**config.mk**
```make
export PLATFORM = sky130hd
export DESIGN_NAME = bin_to_bcd
export DESIGN_NICKNAME = d
export VERILOG_FILES = /design/src/rtl/bin_bcd_pkg.sv /design/src/rtl/bcd_add3.sv /design/src/rtl/bin_to_bcd.sv
export SDC_FILE = /design/constraint.sdc
export NUM_CORES = 1
export LEC_CHECK = 0
export BUFFER_PORTS_ARGS = -buffer_cell sky130_fd_sc_hd__buf_2
export CORE_ASPECT_RATIO = 0.5
export CORE_MARGIN = 4
export CORE_UTILIZATION = 55
export CTS_CLUSTER_DIAMETER = 30
export DETAILED_ROUTE_END_ITERATION = 10
export PLACE_DENSITY = 0.87
export SLEW_MARGIN = 20
export SYNTH_ARGS = -nofsm -noshare
export SYNTH_HDL_FRONTEND = slang
export SYNTH_SLANG_ARGS = --single-unit
```
**constraint.sdc**
```tcl
create_clock -name clk -period 2.3 [get_ports clk]
set_input_delay 0.115 -clock clk [delete_from_list [all_inputs] [get_ports clk]]
set_output_delay 0.115 -clock clk [all_outputs]
set_load 0.02 [all_outputs]
```
**src/rtl/bin_bcd_pkg.sv**
```systemverilog
// Shared definitions for the sequential binary-to-BCD converter:
// controller state encoding, BCD digit type, bit-counter width and the
// digit-count helper that sizes the BCD result.
package bin_bcd_pkg;

   // Controller states of the shift-and-add-3 sequencer
   typedef enum logic [1:0] {
      IDLE  = 2'd0,
      SHIFT = 2'd1,
      DONE  = 2'd2
   } state_t;

   // One packed BCD digit
   typedef logic [3:0] bcd_digit_t;

   // Bit counter width; holds values up to 32 (largest legal BIN_W)
   localparam int CNT_W = 6;

   // Number of decimal digits needed to hold 2^w-1 (ceil(w*log10(2)))
   function automatic int bcd_digits(input int w);
      return (w * 32'sd301 + 32'sd999) / 32'sd1000;
   endfunction

endpackage : bin_bcd_pkg

```
**src/rtl/bcd_add3.sv**
```systemverilog
// Per-digit double-dabble correction cell: a digit of 5 or more gets +3
// so that the following left shift carries correctly into the next digit.
module bcd_add3
   import bin_bcd_pkg::*;
(
   input  bcd_digit_t i_digit,
   output bcd_digit_t o_digit
);

   // Add 3 when the digit would reach 10 or more after doubling
   always_comb begin
      o_digit = i_digit;
      if (i_digit >= 4'd5) begin
         o_digit = i_digit + 4'd3;
      end else begin
         o_digit = i_digit;
      end
   end

endmodule : bcd_add3

```
**src/rtl/bin_to_bcd.sv**
```systemverilog
// Sequential binary-to-BCD converter (double-dabble, one input bit per clock).
// A start pulse in IDLE captures bin_in; BIN_W SHIFT cycles follow, and the
// last shift loads bcd_out and raises done for one cycle (DONE state).
// Optional feature macro: BIN_BCD_SIGNED_EN -- bin_in is two's complement,
// its magnitude is converted and sign_out reports the sign with bcd_out.
module bin_to_bcd
   import bin_bcd_pkg::*;
#(
   parameter  int BIN_W  = 16,
   localparam int DIGITS = bcd_digits(BIN_W)
)(
   input  logic                  clk,
   input  logic                  rst,
   input  logic                  start,
   input  logic [BIN_W-1:0]      bin_in,
   output logic                  busy,
   output logic                  done,
   output logic [4*DIGITS-1:0]   bcd_out
`ifdef BIN_BCD_SIGNED_EN
   ,
   output logic                  sign_out
`endif
);

   localparam int SCR_W = 4 * DIGITS;

   state_t              r_state;
   state_t              w_state_nxt;
   logic [BIN_W-1:0]    r_shift;
   logic [BIN_W-1:0]    w_shift_nxt;
   logic [SCR_W-1:0]    r_scratch;
   logic [SCR_W-1:0]    w_scratch_nxt;
   logic [SCR_W-1:0]    w_corrected;
   logic [SCR_W-1:0]    w_shifted;
   logic [CNT_W-1:0]    r_count;
   logic [CNT_W-1:0]    w_count_nxt;
   logic                r_busy;
   logic                w_busy_nxt;
   logic                r_done;
   logic                w_done_nxt;
   logic [SCR_W-1:0]    r_bcd;
   logic [SCR_W-1:0]    w_bcd_nxt;
   logic [BIN_W-1:0]    w_operand;

`ifdef BIN_BCD_SIGNED_EN
   logic                r_neg;
   logic                w_neg_nxt;
   logic                r_sign;
   logic                w_sign_nxt;
   logic                w_in_neg;

   // Negative operands are converted as their magnitude; -2^(BIN_W-1)
   // wraps to 2^(BIN_W-1), which is exactly its unsigned magnitude
   assign w_in_neg  = bin_in[BIN_W-1];
   assign w_operand = w_in_neg ? ((~bin_in) + BIN_W'(1)) : bin_in;
   assign sign_out  = r_sign;
`else
   assign w_operand = bin_in;
`endif

   // One add-3 correction cell per BCD digit of the scratch register
   for (genvar g = 0; g < DIGITS; g++) begin : g_add3
      bcd_add3 u_add3 (
         .i_digit (r_scratch[4*g +: 4]),
         .o_digit (w_corrected[4*g +: 4])
      );
   end

   // Corrected scratch shifted left, taking in the next operand bit (MSB first);
   // the top bit never carries out because DIGITS covers 2^BIN_W-1
   assign w_shifted = SCR_W'({w_corrected, r_shift[BIN_W-1]});

   assign busy    = r_busy;
   assign done    = r_done;
   assign bcd_out = r_bcd;

   // Next-state and next-datapath logic of the conversion sequencer
   always_comb begin
      w_state_nxt   = r_state;
      w_shift_nxt   = r_shift;
      w_scratch_nxt = r_scratch;
      w_count_nxt   = r_count;
      w_busy_nxt    = r_busy;
      w_done_nxt    = 1'b0;
      w_bcd_nxt     = r_bcd;
`ifdef BIN_BCD_SIGNED_EN
      w_neg_nxt     = r_neg;
      w_sign_nxt    = r_sign;
`endif
      case (r_state)
         IDLE: begin
            if (start) begin
               w_state_nxt   = SHIFT;
               w_shift_nxt   = w_operand;
               w_scratch_nxt = {SCR_W{1'b0}};
               w_count_nxt   = CNT_W'(BIN_W);
               w_busy_nxt    = 1'b1;
`ifdef BIN_BCD_SIGNED_EN
               w_neg_nxt     = w_in_neg;
`endif
            end else begin
               w_state_nxt   = IDLE;
               w_busy_nxt    = 1'b0;
            end
         end
         SHIFT: begin
            w_scratch_nxt = w_shifted;
            w_shift_nxt   = {r_shift[BIN_W-2:0], 1'b0};
            w_count_nxt   = r_count - CNT_W'(1);
            w_busy_nxt    = 1'b1;
            if (r_count == CNT_W'(1)) begin
               // Last shift: publish the finished result as DONE is entered
               w_state_nxt = DONE;
               w_done_nxt  = 1'b1;
               w_bcd_nxt   = w_shifted;
`ifdef BIN_BCD_SIGNED_EN
               w_sign_nxt  = r_neg;
`endif
            end else begin
               w_state_nxt = SHIFT;
            end
         end
         DONE: begin
            // start is ignored here; the requester must retry once busy drops
            w_state_nxt = IDLE;
            w_busy_nxt  = 1'b0;
         end
         default: begin
            w_state_nxt = IDLE;
            w_busy_nxt  = 1'b0;
         end
      endcase
   end

   // Sequencer and datapath registers; reset discards any conversion in flight
   always_ff @(posedge clk or posedge rst) begin
      if (rst) begin
         r_state   <= IDLE;
         r_shift   <= {BIN_W{1'b0}};
         r_scratch <= {SCR_W{1'b0}};
         r_count   <= {CNT_W{1'b0}};
         r_busy    <= 1'b0;
         r_done    <= 1'b0;
         r_bcd     <= {SCR_W{1'b0}};
      end else begin
         r_state   <= w_state_nxt;
         r_shift   <= w_shift_nxt;
         r_scratch <= w_scratch_nxt;
         r_count   <= w_count_nxt;
         r_busy    <= w_busy_nxt;
         r_done    <= w_done_nxt;
         r_bcd     <= w_bcd_nxt;
      end
   end

`ifdef BIN_BCD_SIGNED_EN
   // Captured operand sign and the sign reported alongside bcd_out
   always_ff @(posedge clk or posedge rst) begin
      if (rst) begin
         r_neg  <= 1'b0;
         r_sign <= 1'b0;
      end else begin
         r_neg  <= w_neg_nxt;
         r_sign <= w_sign_nxt;
      end
   end
`endif

endmodule : bin_to_bcd

```
Word level (Yosys, flattened, before mapping)
Cells that the tools add are included.
W data, S select, Z words.
{"block": "word_totals", "memories": 0, "mem_bits_ro": 0, "out_inout_bits": 22, "in_bits": 19, "ram_bits": 0, "latch_bits": 0, "reg_bits": 66, "word_cells": 43}
{"block": "op_classes", "mux": 18, "addsub": 6, "eq_ne": 3, "shift": 0, "magnitude_cmp": 5, "div_mod_pow": 0, "mul": 0, "reduce_logical": 4, "n_bitwise": 0}
{"cell": "$pmux W20 S2", "n": 1}
{"cell": "$pmux W16 S2", "n": 1}
{"cell": "$ge A4 B3 Y1 const B", "n": 5}
{"cell": "$mux W20", "n": 1}
{"cell": "$add A4 B2 Y4 const B", "n": 4}
{"cell": "$mux W16", "n": 1}
{"cell": "$mux W4", "n": 4}
{"cell": "$pmux W6 S2", "n": 1}
{"cell": "$eq A6 B1 Y1 const B", "n": 1}
{"cell": "$mux W6", "n": 1}
{"cell": "$sub A6 B1 Y6 const B", "n": 1}
{"cell": "$mux W1", "n": 4}
{"cell": "$pmux W2 S2", "n": 1}
{"cell": "$reduce_and A2 Y1", "n": 2}
{"cell": "$add A3 B2 Y3 const B", "n": 1}
{"cell": "$mux W3", "n": 1}
{"cell": "$eq A2 B1 Y1 const B", "n": 1}
{"cell": "$logic_not A2 Y1", "n": 1}
{"cell": "$mux W2", "n": 1}
{"cell": "$ne A2 B2 Y1 const B", "n": 1}
{"cell": "$pmux W1 S2", "n": 1}
{"cell": "$reduce_bool A2 Y1", "n": 1}

Longest topological paths before layout
Gate-level depths: netlist of run 1.
{"block": "logic_depth", "word_depth": 3, "mapped_depth": 8, "ltp_nobuf": 6}

By module
From an unflattened synthesis of run 1, not the netlist that was laid out.
{"block": "hier_totals", "hier_cells": 288, "hier_area_um2": 3244.4}
{"mod": "bin_to_bcd", "instances": 1, "seq_area_each_um2": 1626.6, "area_each_um2": 2737.6, "cells_each": 208}
{"mod": "bcd_add3", "instances": 5, "seq_area_each_um2": 0.0, "area_each_um2": 101.3, "cells_each": 16}

Worst setup path after synthesis of run 1
OpenSTA, ideal clock, no wires.
{"block": "synth_timing", "kind": "flip-flop to flip-flop", "from": "register, netlist name done", "to": "register r_bcd[10] (netlist: bcd_out[10])", "synth_period_minus_slack_ns": 1.681, "path_stages_with_launch": 8, "arrival_ns": 1.556, "setup_slack_ns": 0.619, "setup_time_ns": 0.125, "required_time_ns": 2.175, "n_path_buf": 4, "path_cell_list": "dfrtp_1 > buf_6 > nor2b_2 > buf_6 > and4_4 > buf_6 > buf_8 > mux2_4"}
{"item": "end signal: assignment", "line": "bin_to_bcd.sv:144", "rtl": "r_bcd <= {SCR_W{1'b0}};"}
{"item": "end signal: assignment", "line": "bin_to_bcd.sv:152", "rtl": "r_bcd <= w_bcd_nxt;"}
{"item": "end: declaration", "line": "bin_to_bcd.sv:41", "rtl": "logic [SCR_W-1:0] r_bcd;"}

Worst setup path in the final report of run 1
{"block": "layout_timing", "from": "register r_state[0]", "to": "register r_count[4]"}
{"block": "layout_between", "elab_chain_cells": 3, "elab_cells_between_ends": 6, "cone_classes": "2 x eq/ne; 1 x mux; 3 x reduce/logical"}
{"item": "start: declaration", "line": "bin_to_bcd.sv:27", "rtl": "state_t r_state;"}
{"item": "start signal: assignment", "line": "bin_to_bcd.sv:146", "rtl": "r_state <= w_state_nxt;"}
{"item": "$eq A2 B1 Y1 / $logic_not A2 Y1 (equally long branches)", "line": "bin_to_bcd.sv:90", "rtl": "case (r_state)"}
{"item": "$reduce_bool A2 Y1 (no source line) / $ne A2 B2 Y1 (equally long branches)"}
{"item": "$reduce_and A2 Y1 (no source line)"}
{"item": "end signal: assignment", "line": "bin_to_bcd.sv:141", "rtl": "r_count <= {CNT_W{1'b0}};"}
{"item": "end signal: assignment", "line": "bin_to_bcd.sv:149", "rtl": "r_count <= w_count_nxt;"}
{"item": "end: declaration", "line": "bin_to_bcd.sv:35", "rtl": "logic [CNT_W-1:0] r_count;"}
Parallel ways exist; a longest one is shown, timed or not.
A chain may end at the register's enable or synchronous reset.

==> flow_summary.json, run 1 <==
{
  "grt_pass1_vias": 2385,
  "synth_edf_count": 0,
  "cts_resized": 0,
  "final_antenna_net_count": 0,
  "synth_area_per_cell_um2": 10.56,
  "critPathKind": "register to register",
  "worst_setup_path_end_kind": "register",
  "cts_buffers": 9,
  "clock_skew_ns": 0.005387,
  "cts_tree": "built",
  "ios": 41,
  "hold_viol": 0,
  "utilization_pct": 66.07,
  "power.leakage_nw": 1.712,
  "power.density_nw_per_um2": 1481,
  "gp_congestion": 0.8102,
  "hold_buffers": 0,
  "drt-total-wl_mm": 6.460,
  "syn_nets": 333,
  "layout.cells.non_filler": 418,
  "cts.sinks": 65,
  "slew_headroom_pct": 45.99,
  "outcome": "complete, no violations",
  "setup_viol": 0,
  "cts.reportedPaths.clkPinSlew_ns": 0.05,
  "rr_endpoint": "r_count[4]$_DFFE_PP0P_",
  "grt_pass1_wl_mm": 11.17,
  "r2r_slack_ns": 0.49,
  "synth_area_leaders": "dfrtp_1 51%, ha_1 4.7%, a21oi_1 4.6%, o21ai_0 3.8%, a22oi_1 3.3%",
  "clk_latency_ns": 0.33,
  "required_ns": 2.50,
  "core_um2": 5539,
  "nets": 373,
  "initial_utilization_pct": 57.58,
  "layout_setup_ws_ns": 0.4919,
  "multi_input_area_um2": 1394,
  "drv_cap": 0,
  "reg2reg_depth": 5,
  "yosysSeqAreaShare_pct": 51.00,
  "syn_inst": 302,
  "synth-compound-area-share_pct": 18.24,
  "die_h_um": 61.85,
  "yosys.area.top_type": "dfrtp_1",
  "yosysMostFrequentCell": "dfrtp_1",
  "dp.cells": 404,
  "crit_arrival_ns": 2.01,
  "tightest_slew_ns": 0.8102,
  "grt_max_degree": 66,
  "synth_top_family_by_area": "compound AO/OA/AOI/OAI gates",
  "r2r_start": "r_state[0]$_DFF_PP0_",
  "async_reset_ff_share_pct": 100.0,
  "cts_setup_buffers": 0,
  "synth-simple-area-share_pct": 12.51,
  "min_path_type": "input port to asynchronous set/reset pin",
  "synth_commonest_cells": "65 x dfrtp_1, 29 x a21oi_1, 24 x o21ai_0, 16 x nand2_1, 15 x inv_1",
  "drt_pre_antenna_iters": 4,
  "pre_cts_slack_ns": 0.5309,
  "syn_to_final_growth_pct": 14.75,
  "startpoint_type": "register",
  "wire_per_inst_um": 15.45,
  "timing.fmax_mhz": 553.1,
  "ys_ff_latch": 65,
  "cts.path.max_buffers": 2,
  "dpl.hpwl_mm": 4.202,
  "vias_per_cell": 5.608,
  "final.min_clock_period_ns": 1.808,
  "yosysWarnings": 0,
  "ctsHtreeMaxLevel": 3,
  "seqCellArea_um2": 1627,
  "synth_adder_area_share_pct": 4.708,
  "drt_iter0_markers": 143,
  "synth.distinct_cells": 36,
  "rsz0062_at_grt": "no",
  "n_antenna_cell": 0,
  "antenna_found_initial": 0,
  "num_vias": 2344,
  "io_buffers": 40,
  "synthMuxAreaShare_pct": 6.591,
  "path_max_fanout": 19,
  "drc": 0,
  "root_buffer": "clkbuf_16",
  "synth_area_um2": 3189,
  "vdd_drop_max_uv": 685.7,
  "yosys.area.top_type_share_pct": 51.00,
  "num_rows": 19,
  "grt_use_total_pct": 20.46,
  "synth-main-ff-cell": "dfrtp_1",
  "nFillCells": 422,
  "grt.overflow.total": 0,
  "finalMaxSlewViolations": 0,
  "fin_setup_tns_ns": 0,
  "synth_xor_area_share_pct": 1.648,
  "min_period_over_period_pct": 78.61,
  "dieArea_um2": 7155,
  "drive_above_1_share_pct": 22.61,
  "die_w_um": 115.7
}
-- cell type report --
cell class / instances / area share, %
Clock buffer: 9 / 6.154
Multi-Input combinational cell: 205 / 38.09
Timing Repair Buffer: 45 / 6.496
Sequential cell: 65 / 44.44
Tap cell: 73 / 2.496
Clock inverter: 5 / 0.6838
Inverter: 16 / 1.641
-- layout by cell type, fill, tap and decap left out, types with 6 or more instances in the layout --
master | synthesis | layout
a21oi_1 | 29 | 29
a22o_1 | 8 | 8
a22oi_1 | 14 | 14
buf_2 | 3 | 40
clkbuf_16 | 0 | 9
dfrtp_1 | 65 | 65
ha_1 | 12 | 12
inv_1 | 15 | 14
mux2_4 | 7 | 7
mux2i_1 | 6 | 6
nand2_1 | 16 | 16
nand2b_1 | 7 | 7
nor2_1 | 13 | 13
nor2b_1 | 14 | 14
o21ai_0 | 24 | 24
o21ai_1 | 12 | 12
xnor2_1 | 6 | 6
-- critical path, cell delays in order, from the launching register on --
cell	delay (ns)
dfrtp_1	0.51
o21bai_4	0.52
inv_2	0.17
and3_1	0.23
xnor2_1	0.16
nand2_1	0.08
-- report_power, final --
part	total, mW	switching, mW	internal, mW
Combinational	2.21	1.24	0.972
Clock	1.17	0.467	0.705
Sequential	2.04	0.399	1.64
-- worst max path at each step --
stage                               from                     end  slack [ns]  cells past startpoint
floorplan                            rst  bcd_out[0]$_DFFE_PP0P_        0.56                      1
global placement    r_state[0]$_DFF_PP0_  bcd_out[1]$_DFFE_PP0P_        0.58                      3
detailed placement  r_state[0]$_DFF_PP0_  r_count[4]$_DFFE_PP0P_        0.53                      5
CTS                 r_state[0]$_DFF_PP0_  r_count[4]$_DFFE_PP0P_        0.50                      5
global route        r_state[0]$_DFF_PP0_  r_count[4]$_DFFE_PP0P_        0.34                      5
finish              r_state[0]$_DFF_PP0_  r_count[4]$_DFFE_PP0P_        0.49                      5
-- registers in the layout, indices dropped and copies added, names as in the netlist --
name       count
r_state        1
bcd_out       20
done           1
r_shift       16
r_count        6
r_scratch     20
busy           1
-- routing by layer --
metal | vias up | wire length, µm | global-route usage [%]
met3 | 12 | 393 | 7.834
met2 | 54 | 3126 | 35.77
li1 | 1142 | - | -
met4 | 0 | 91 | 5.785
met5 | - | 0 | 0
met1 | 1136 | 2849 | 24.44
-- per-stage QoR --
stage	power, mW	hold WS (ns)	cell area, µm²
6_report	5.422	0.001694	3660
5_1_grt	5.841	0.04542	3660
4_1_cts	5.455	0.04758	3660
3_5_place_dp	4.241	0.3899	3410
3_3_place_gp	4.107	0.3790	3410
2_1_floorplan	3.669	0.2601	3189
-- logic make-up (layout without fill, tap and decap cells) --
kind of cell,after synthesis,in the layout
AO/OA/AOI/OAI,98,98
AND/OR/NAND/NOR,72,72
flip-flops,65,65
buffers and inverters,32,75
multiplexers,17,17
adder cells (fa/ha/maj),12,12
XOR/XNOR,6,6
(Power assumes the default switching activity.)
==> inputs of run 2 (changes only) <==
clock period = 1.7 ns   (was 2.3 ns; I/O delays follow)
==> run 2 against run 1 <==
Net effect: register-to-register slack worse by 0.39 ns; utilization up 1.7 points; wire length up 8.1%; clock skew up 0.0011 ns; power up 39%; final area up 2.6%; sequential power up 35%; clock power up 37%; die area unchanged; sequential share of layout area down 1.1 points; fmax up 13%; via count up 5.3%; critical endpoint is now bcd_out[1]$_DFFE_PP0P_.
==> flow_summary.json, run 2 (synthesis results as in run 1) <==
{
  "final_antenna_net_count": 0,
  "initial_utilization_pct": 57.58,
  "worstPathCellList": "inv_1 > ha_1 > and4_4 > mux2_1",
  "ctsHtreeMaxLevel": 3,
  "utilization_pct": 67.79,
  "reg2reg_depth": 4,
  "die_h_um": 61.85,
  "post_dp_cell_area_um2": 3463,
  "drt-total-wl_mm": 6.985,
  "drive_above_1_share_pct": 25.14,
  "sw_frac_of_total_pct": 38.78,
  "dp.cells": 409,
  "clkPwrFrac_pct": 21.2,
  "n_antenna_cell": 0,
  "cts_setup_buffers": 0,
  "grt_max_degree": 58,
  "grt_use_total_pct": 21.33,
  "layout.cells.non_filler": 423,
  "cts.path.max_buffers": 2,
  "cts_tree": "built",
  "gp_congestion": 0.8078,
  "power.leakage_nw": 1.734,
  "cp.buffers_inverters": 1,
  "finalMaxSlewViolations": 0,
  "antenna_found_initial": 0,
  "ios": 41,
  "tightest_slew_ns": 0.3396,
  "seqPwrFrac_pct": 36.6,
  "dieArea_um2": 7155,
  "num_rows": 19,
  "min_delay_path_depth": 3,
  "nets": 379,
  "slew_headroom_pct": 77.36,
  "setup_viol": 0,
  "outcome": "complete, no violations",
  "crit_slowest_cell": "and4_4",
  "clock_skew_ns": 0.006518,
  "dpl.hpwl_mm": 4.560,
  "clk_latency_ns": 0.33,
  "r2r_slack_ns": 0.10,
  "drv_cap": 0,
  "wire_per_inst_um": 16.51,
  "min_period_over_period_pct": 94.00,
  "cp.depth": 4,
  "syn_to_final_growth_pct": 17.73,
  "critPathKind": "register to register",
  "die_w_um": 115.7,
  "cts.reportedPaths.clkPinSlew_ns": 0.05,
  "cts_buffers": 9,
  "final.min_clock_period_ns": 1.598,
  "cts.sinks": 65,
  "drc": 0,
  "crit_arrival_ns": 1.81,
  "root_buffer": "clkbuf_16",
  "p_sw_mw": 2.918,
  "crit_family": "simple AND/OR/NAND/NOR gates",
  "path_max_fanout": 19,
  "io_buffers": 40,
  "hold_viol": 0,
  "final_common_cell": "dfrtp_1",
  "grt_pass1_wl_mm": 11.61,
  "drt_iter0_markers": 96,
  "grt.overflow.total": 0,
  "min_path_type": "input port to register",
  "num_vias": 2469,
  "p_int_mw": 4.607,
  "final_cell_mix": "65 x dfrtp_1, 40 x buf_2, 25 x a21oi_1",
  "nFillCells": 390,
  "drt_pre_antenna_iters": 4,
  "startpoint_type": "register",
  "final_area_um2": 3755,
  "vdd_drop_max_uv": 985.5,
  "worst_setup_path_end_kind": "register",
  "vias_per_cell": 5.837,
  "pwr-share-comb_pct": 42.2,
  "power.density_nw_per_um2": 2004,
  "required_ns": 1.91,
  "timing.fmax_mhz": 625.8,
  "grt_pass1_vias": 2527,
  "slowest_delay_ns": 0.43,
  "hold_ws_ns": 0.02002,
  "core_um2": 5539
}
run 2: changes by cell type in the layout (fill, tap and decap cells not counted), moves of 2 or more:
cell and change:
a21oi_2 +4, clkbuf_1 +2, a21oi_1 -4, clkinv_2 -4
buf_4 +4, ha_1 -2, ha_2 +2
run 2: area by class of cell:
| class | instances | area, µm² | area share [%] |
|---|---|---|---|
| clock buffers | 12 | 246.5 | 6.564 |
| clock inverters | 1 | 5.005 | 0.1333 |
| inverters | 16 | 63.81 | 1.699 |
| multi-input cells | 205 | 1424 | 37.92 |
| flip-flops and latches | 65 | 1627 | 43.32 |
| well taps | 73 | 91.34 | 2.433 |
| repair buffers | 51 | 297.8 | 7.931 |
run 2: stage by stage:
step	setup slack, ns	power [mW]	TNS [ns]
after floorplan	0.01882	4.965	0
after global placement	0.1650	5.581	0
after detailed placement	0.06775	5.802	0
after CTS	0.04958	7.453	0
after global routing	-0.002690	8.057	-0.005330
final	0.1020	7.526	0
run 2: worst paths after layout:
kind | startpoint | endpoint
max in group asynchronous | rst | bcd_out[16]$_DFFE_PP0P_
worst max register to register | r_count[1]$_DFFE_PP0P_ | bcd_out[1]$_DFFE_PP0P_
worst max-delay path | r_count[1]$_DFFE_PP0P_ | bcd_out[1]$_DFFE_PP0P_
worst min register to register | bcd_out[0]$_DFFE_PP0P_ | bcd_out[0]$_DFFE_PP0P_
min in group asynchronous | rst | r_shift[5]$_DFFE_PP0P_
worst min-delay path | bin_in[0] | r_shift[0]$_DFFE_PP0P_
run 2: per-layer routing:
layer	wire (µm)	vias up	global-route usage [%]
met1	3033	1233	24.67
met4	138	0	8.430
met3	396	14	7.640
met5	0	-	0
met2	3418	70	37.58
li1	-	1152	-
run 2: worst min-delay path, delay by kind of cell:
kind | cells | cell delay [ns]
AO/OA/AOI/OAI | 1 | 0.07
buffers and inverters | 2 | 0.14
run 2: what timing repair did:
action,CTS,global route
hold buffers,1,0
gates resized for setup,0,9
endpoints found under the hold margin,8,0
endpoints found under the setup margin,0,15
run 2: power groups by stage:
| stage | registers, mW | clock network (mW) | logic (mW) |
|---|---|---|---|
| floorplan | 2.90 | 0 | 2.06 |
| global placement | 2.68 | 0 | 2.91 |
| detailed placement | 2.73 | 0 | 3.08 |
| CTS | 2.72 | 1.62 | 3.11 |
| global route | 2.84 | 1.70 | 3.52 |
| finish | 2.75 | 1.60 | 3.17 |
